==> src/rtl/cook_timer.sv <==
// Microwave countdown timer: keypad-loaded BCD MM:SS that counts down one second
// per prescaled tick while the magnetron runs, flagging timer_done at 00:00.
module cook_timer #(
    parameter int TICK_DIV = 50000000,
    parameter int PW       = 26
) (
    input  logic       clk,
    input  logic       resetn,
    input  logic       clearn,
    input  logic [3:0] digit,
    input  logic       digit_valid,
    input  logic       magnetron_on,
    output logic [3:0] min_tens,
    output logic [3:0] min_ones,
    output logic [3:0] sec_tens,
    output logic [3:0] sec_ones,
    output logic       timer_done,
    output logic [1:0] state
);

    typedef enum logic [1:0] {
        IDLE  = 2'd0,
        RUN   = 2'd1,
        PAUSE = 2'd2,
        DONE  = 2'd3
    } state_t;

    state_t        state_reg;
    logic [3:0]    cnt_reg [4];   // [0]=sec_ones .. [3]=min_tens
    logic [PW-1:0] presc_reg;
    logic          done_reg;

    logic [3:0] dec_next   [4];
    logic [3:0] shift_next [4];
    logic [3:0] is_zero;
    logic [3:0] borrow;
    logic       count_zero;
    logic       count_one;
    logic       digit_ok;
    logic       tick;

    // Per-digit borrow chain for a one-second decrement, and the keypad shift path.
    generate
        for (genvar gi = 0; gi < 4; gi++) begin : g_digit
            localparam logic [3:0] WRAP = (gi == 1) ? 4'd5 : 4'd9;
            assign is_zero[gi] = (cnt_reg[gi] == 4'd0);
            if (gi == 0) begin : g_lsd
                assign borrow[gi]     = 1'b1;
                assign shift_next[gi] = digit;
            end else begin : g_upper
                assign borrow[gi]     = &is_zero[gi-1:0];
                assign shift_next[gi] = cnt_reg[gi-1];
            end
            assign dec_next[gi] = !borrow[gi] ? cnt_reg[gi]
                                : (is_zero[gi] ? WRAP : cnt_reg[gi] - 4'd1);
        end
    endgenerate

    assign count_zero = &is_zero;
    assign count_one  = (cnt_reg[0] == 4'd1) && (&is_zero[3:1]);
    assign digit_ok   = digit_valid && (digit <= 4'd9)
                        && ((state_reg == IDLE) || (state_reg == DONE));
    assign tick       = (presc_reg == PW'(TICK_DIV - 1));

    always_ff @(posedge clk or negedge resetn) begin
        if (!resetn) begin
            state_reg <= IDLE;
            done_reg  <= 1'b0;
            presc_reg <= '0;
            for (int i = 0; i < 4; i++) cnt_reg[i] <= 4'd0;
        end else if (!clearn) begin
            state_reg <= IDLE;
            done_reg  <= 1'b0;
            presc_reg <= '0;
            for (int i = 0; i < 4; i++) cnt_reg[i] <= 4'd0;
        end else begin
            case (state_reg)
                IDLE: begin
                    if (digit_ok) begin
                        presc_reg <= '0;
                        for (int i = 0; i < 4; i++) cnt_reg[i] <= shift_next[i];
                    end else if (magnetron_on) begin
                        if (count_zero) begin
                            state_reg <= DONE;
                            done_reg  <= 1'b1;
                        end else begin
                            state_reg <= RUN;
                        end
                    end
                end
                RUN: begin
                    if (!magnetron_on) begin
                        state_reg <= PAUSE;
                    end else if (tick) begin
                        presc_reg <= '0;
                        if (!count_zero) begin
                            for (int i = 0; i < 4; i++) cnt_reg[i] <= dec_next[i];
                        end
                        if (count_one || count_zero) begin
                            state_reg <= DONE;
                            done_reg  <= 1'b1;
                        end
                    end else begin
                        presc_reg <= presc_reg + 1'b1;
                    end
                end
                PAUSE: begin
                    if (magnetron_on) state_reg <= RUN;
                end
                DONE: begin
                    // A fresh digit starts a new entry from 000d.
                    if (digit_ok) begin
                        state_reg  <= IDLE;
                        done_reg   <= 1'b0;
                        presc_reg  <= '0;
                        cnt_reg[0] <= digit;
                        cnt_reg[1] <= 4'd0;
                        cnt_reg[2] <= 4'd0;
                        cnt_reg[3] <= 4'd0;
                    end
                end
                default: state_reg <= IDLE;
            endcase
        end
    end

    assign sec_ones   = cnt_reg[0];
    assign sec_tens   = cnt_reg[1];
    assign min_ones   = cnt_reg[2];
    assign min_tens   = cnt_reg[3];
    assign timer_done = done_reg;
    assign state      = state_reg;

endmodule

==> config.mk <==
export PLATFORM = sky130hd
export DESIGN_NAME = cook_timer
export DESIGN_NICKNAME = d
export VERILOG_FILES = /design/src/rtl/cook_timer.sv
export SDC_FILE = /design/constraint.sdc
export NUM_CORES = 1
export LEC_CHECK = 0
export BUFFER_PORTS_ARGS = -buffer_cell sky130_fd_sc_hd__buf_2
export CAP_MARGIN = 20
export CORE_MARGIN = 4
export CORE_UTILIZATION = 45
export DETAILED_ROUTE_END_ITERATION = 8
export GPL_TIMING_DRIVEN = 0
export HOLD_SLACK_MARGIN = 0.06
export PLACE_DENSITY = 0.64
export SETUP_SLACK_MARGIN = 0.5
export SYNTH_ARGS = -nofsm -noshare
export SYNTH_HDL_FRONTEND = slang
export SYNTH_SLANG_ARGS = --single-unit
==> constraint.sdc <==
create_clock -name clk -period 5 [get_ports clk]
set_clock_uncertainty 0.05 [all_clocks]
set_input_delay 1 -clock clk [delete_from_list [all_inputs] [get_ports clk]]
set_output_delay 1 -clock clk [all_outputs]
set_load 0.05 [all_outputs]
Word level (Yosys, flattened, before mapping):

Index checks and enable logic that the tools add are counted.

* input port bits: 9
* flip-flop bits (word level): 45
* word-level logic and storage cells: 96
* output and inout bits: 19

* reductions and logical operators: 22
* eq/ne operators: 23
* multiplexer cells: 38
* order comparisons: 1
* add/subtract/negate cells: 5

Operators with widths (number)
* 26-bit 2-to-1 mux: 4
* 16-bit 2-to-1 mux: 6
* 26-bit one-hot mux with 2 select lines: 1
* 16-bit one-hot mux with 3 select lines: 1
* 3-bit inequality test, second input constant: 13
* 4-bit 2-to-1 mux: 7
* 26-bit by 1-bit adder with 26-bit output, second input constant: 1
* 26-bit equality test, second input constant: 1
* 7-bit AND reduction: 3
* 2-bit 2-to-1 mux: 9
* 4-bit logical NOT: 4
* 4-bit by 1-bit subtractor with 4-bit output, second input constant: 4
* 6-bit AND reduction: 2
* 3-bit AND reduction: 3
* 1-bit 2-to-1 mux: 8
* 4-bit inequality test, second input constant: 2
* 2-bit one-hot mux with 4 select lines: 1
* 8-bit AND reduction: 1
* 3-bit by 2-bit inequality test with 1-bit output, second input constant: 2
* 2-bit equality test, second input constant: 2
* 4-bit by 1-bit equality test with 1-bit output, second input constant: 1
* 4-bit less-or-equal comparator, second input constant: 1
* 4-bit by 1-bit inequality test with 1-bit output, second input constant: 1
* 4-bit AND reduction: 1
* 7 further kinds: 10

Depth between registers and ports, before layout:

* word-level depth: 9
* mapped depth: 10

Least setup slack after synthesis:

Ideal clock, no wire load.

* kind: flip-flop to flip-flop
* from: register state_reg[0], in the netlist state[0]
* to: register presc_reg[6]
* path buffers: 1
* cell stages (with the launch flop): 10
* setup time: 0.067 ns
* arrival: 2.674 ns
* path slack: 2.209 ns
* data required time: 4.883 ns
* path through: dfrtp_1 > inv_1 > ha_1 > nor2b_1 > a221oi_1 > or2_2 > buf_2 > or3_1 > o21ai_0 > a32o_1

* word-level cells in the longest chain between the ends: 5
* elaborated cells on any way between the ends: 12

RTL lines
* start, declared: line 28 `state_t state_reg;`
* start signal, assigned: line 67 `state_reg <= IDLE;`
* start signal, assigned: line 72 `state_reg <= IDLE;`
* start signal, assigned: line 84 `state_reg <= DONE;`
* 2-bit equality test / 2-bit logical NOT (equally long branches): line 62, 77
* 1-bit logical OR: line 62 `&& ((state_reg == IDLE) || (state_reg == DONE));`
* 1-bit logical AND: line 62
* 3-bit by 2-bit inequality test with 1-bit output (no source line)
* 3-bit AND reduction (no source line)
* end signal, assigned: line 104 `presc_reg <= presc_reg + 1'b1;`
* end, declared: line 30 `logic [PW-1:0] presc_reg;`

Several ways; a longest one is shown, not always the timed one.
A chain may end at the register's enable or synchronous reset.

Worst setup path after layout:

* from: register cnt_reg, in the netlist sec_ones[0]
* to: register done_reg, in the netlist timer_done

* word-level cells in the longest chain between the ends: 5
* elaborated cells on any way between the ends: 8

RTL lines
* start, declared: line 29 `logic [3:0] cnt_reg [4];`
* 4-bit logical NOT / 4-bit by 1-bit equality test with 1-bit output (equally long branches): line 46, 60
* 4-bit AND reduction / 1-bit logical AND (equally long branches): line 59, 60
* 1-bit logical OR: line 99 `if (count_one || count_zero) begin`
* 3-bit inequality test (no source line)
* 8-bit AND reduction (no source line) (*)
* end signal, assigned: line 68 `done_reg <= 1'b0;`
* end signal, assigned: line 73 `done_reg <= 1'b0;`
* end signal, assigned: line 101 `done_reg <= 1'b1;`
* end, declared: line 31 `logic done_reg;`

Mark *: on every way between the ends. The rest lies on a longest branch, timed or not.

==> impl.org <==
** Critical path
- The endpoint identified for the worst register-to-register timing path is timer_done$_DFFE_PN0P_.
- Worst Setup Start Kind :: flip-flop
- Crit path max fanout :: 7
- Worst-case reg-to-reg path depth :: 8
- The critical path is of the reg2reg type.
- Crit path DAT :: 3.03 ns
- In this run the critical register-to-register path is launched from sec_ones[0]$_DFFE_PN0P_.
- At the worst endpoint, the required time is 5.18 ns.
- Crit. End Element :: flip-flop
- R2R setup slack :: 2.15 ns

** Synth
- Warning count from the yosys run :: 0
- Dominant cells by area after synthesis :: sky130_fd_sc_hd__dfrtp_1, sky130_fd_sc_hd__nor2_1, sky130_fd_sc_hd__ha_1
- Number of different library cells in the post-synthesis netlist :: 54
- Yosys top cell area share :: 39.4%
- Synthesized net count :: 347
- sky130_fd_sc_hd__dfrtp_1 takes more of the synthesized area than any other cell.
- Number of synthesized register bits :: 45
- Most used standard cells in the synthesized netlist :: sky130_fd_sc_hd__dfrtp_1, sky130_fd_sc_hd__nor2_1, sky130_fd_sc_hd__a21oi_1, sky130_fd_sc_hd__nand2_1, sky130_fd_sc_hd__inv_1
- Mapped Cells :: 327
- Of the synthesized area, sequential elements account for 39.4%.
- Fraction of synthesis flops using an asynchronous set or reset pin :: 100%
- Number of enable-type register cells in the synthesized netlist :: 0
- Synth Flop Type :: sky130_fd_sc_hd__dfrtp_1
- Syn Std Cell Area :: 0.00286 mm^2
- The average instance in the mapped netlist occupies 8.74 um^2.

** Worst hold path
- The startpoint identified for the worst hold timing path is presc_reg[1]$_DFFE_PN0P_.
- Along the worst hold path, the cell count comes to 2.
- Hold Path End :: presc_reg[1]$_DFFE_PN0P_
- Class of the worst hold path :: reg2reg

** Global route
- Global-route wire length before repair :: 11.3 mm
- For this run, the total global-route usage over all layers was measured as 18.4%.
- The number of global-route vias before repair was 2386.
- Total congestion overflow :: 0
- The number of antenna violations at the first check in global routing is 0.
- Entering global routing, the biggest net connects 46 pins.

** Timing
- Total setup violations reported at the end of the flow :: 0
- In the finished design, the share of the clock period the worst path needs comes to 57.1%.
- At the pin with the least slew margin, the transition time is 0.712 ns.
- Achievable frequency :: 350 MHz
- The smallest clock period supported by the final layout is computed as 2.85 ns.
- Max Slew Vio Count :: 0
- Final worst hold slack :: 0.477 ns
- For the final routed database, the setup TNS stands at 0 ns.
- Measured against its own limit, the worst slew margin works out to 52.5%.
- RSZ-0062 raised after global routing :: no
- Final hold violation count :: 0

** Route
- The first TritonRoute pass finished after 4 iterations.
- After detailed routing, the average wire length per cell comes to 15.2 um.
- Aggregate routed wire length :: 6.66 mm
- In the routed layout, each cell is associated on average with a via count of 5.79.
- After detailed routing, the number of remaining DRC violations is 0.
- Via count :: 2535
- Detailed router's first-iteration violation count :: 87
- The detail route stage leaves a number of antenna-violating nets equal to 0.

** Clock tree
- The clock tree synthesis step divided the H-tree into 2 levels.
- In this run the clock root is driven by a sky130_fd_sc_hd__clkbuf_8.
- Clk pin slew, worst setup/hold paths :: 0.08 ns
- Clk Latency, worst-skew pair :: 0.31 ns
- The tree built by TritonCTS fans out to 45 sinks.
- Counting along the longest clock path gives a buffer depth of 2.
- Clock tree from TritonCTS :: yes
- TritonCTS created 5 clock buffers.
- # hold bufs at CTS :: 0
- Number of gates resized after CTS :: 0
- The number of setup buffers added after CTS is 0.

** Pwr
- VDD sags by at most 0.289 mV.
- For this design the ratio of total power to cell area is 509 mW/mm^2.
- Leakage power :: 1.39 nW

** Layout
- The register with the most flip-flops in the layout has 26 of them.
- Antenna cells :: 0
- Combined area of the multi-input logic cells :: 0.00163 mm^2
- Of the cells placed in the final design, the portion with a size suffix greater than 1 is 14.0%.
- Registers take 0.00113 mm^2.
- Fill cell instance count of the final layout :: 572
- From synthesis to final layout, the design area changed by 11.7%.
- Number of nets in the final layout :: 382

** Die
- The floorplan step defined a core boundary enclosing 0.00603 mm^2.
- Chip height :: 87.7 um
- Row generation in the floorplan step produced 28 rows.
- In this run the horizontal extent of the chip is 87.7 um.
- Effective utilization at floorplan :: 47.4%
- 28 I/O pins were placed.
- The die covers 0.00769 mm^2.

** Placement
- The congestion estimate from routability-driven global placement came to 0.813.
- Post-DP HPWL :: 4.77 mm
- Count of input and output buffers :: 27

** Flow run
- Max-cap violations :: 0

** Run status
- Status :: complete, no violations
==> through the flow <==
stage,setup WS [ns],cell area [um^2],total power [W],cells,utilization [%]
finish,2.15,3190,0.00163,438,53.0
global route,1.83,3190,0.00175,438,53.0
CTS,2.18,3170,0.00163,437,52.6
detailed placement,1.98,3090,0.00140,429,51.2
global placement,2.02,3090,0.00139,429,51.2
floorplan,2.21,2860,0.00119,327,-
==> cell usage in the layout (no fill, tap or decap), drive strengths merged, types with 7 or more instances in the layout <==
master	count
clkbuf	10
dfrtp	45
mux2i	7
nor3	17
buf	31
inv	19
xor2	12
o21ai	14
xnor2	9
a21oi	25
ha	11
nand4	7
nand2	24
nor2	45
nand3	17
==> kinds of logic (layout without fill, tap and decap cells) <==
family | Yosys count | count (layout) | synth area share (%)
muxes | 11 | 11 | 4.16
AOI/OAI and AO/OA | 68 | 68 | 15.0
and+or+nand+nor | 144 | 144 | 26.5
DFF | 45 | 45 | 39.4
buffers and inverters | 27 | 63 | 3.68
adders and majority gates | 11 | 11 | 4.82
xor gates and xnor gates | 21 | 21 | 6.44
==> area by class of cell <==
type                            count  area share, %
Multi-Input combinational cell    255           50.9
Sequential cell                    45           35.3
Timing Repair Buffer               28           4.86
Tap cell                           75           2.94
Inverter                           19           2.23
Clock buffer                        5           2.16
Buffer                              8           1.06
Clock inverter                      3          0.549
==> worst max-delay path, stage by stage, from the launching register on <==
cell and delay (ns):
sky130_fd_sc_hd__dfrtp_1 0.44, sky130_fd_sc_hd__inv_1 0.11, sky130_fd_sc_hd__ha_1 0.23, sky130_fd_sc_hd__nor3b_1 0.58
sky130_fd_sc_hd__nand4_1 0.42, sky130_fd_sc_hd__nor4b_1 0.39, sky130_fd_sc_hd__o21ai_0 0.12, sky130_fd_sc_hd__a22oi_1 0.22
sky130_fd_sc_hd__mux2i_1 0.21
==> metal layers <==
layer	up-vias	share of wire (%)	routed length (um)	global-route usage, %
li1	1248	-	-	-
met1	1219	47	3120	23.9
met2	58	47	3120	30.6
met3	10	4.9	324	3.57
met4	0	1.4	96	6.56
met5	-	0	0	0
==> worst max path at each step <==
stage / start / end / slack [ns] / depth (start not counted)
2_1_floorplan: state[0]$_DFFE_PN0P_ / presc_reg[6]$_DFFE_PN0P_ / 2.21 / 9
3_5_place_dp: digit[2] / presc_reg[23]$_DFFE_PN0P_ / 1.98 / 7
3_3_place_gp: digit[2] / presc_reg[23]$_DFFE_PN0P_ / 2.02 / 7
5_1_grt: sec_ones[0]$_DFFE_PN0P_ / timer_done$_DFFE_PN0P_ / 1.83 / 8
4_1_cts: sec_ones[0]$_DFFE_PN0P_ / timer_done$_DFFE_PN0P_ / 2.18 / 8
6_report: sec_ones[0]$_DFFE_PN0P_ / timer_done$_DFFE_PN0P_ / 2.15 / 8
==> where the power goes <==
part           switching (W)  internal (W)  total (W)
combinational       0.000598      0.000284   0.000882
clock               0.000130     0.0000966   0.000227
sequential         0.0000900      0.000426   0.000516
total               0.000818      0.000807    0.00163
Power figures use the tool's default switching activity.
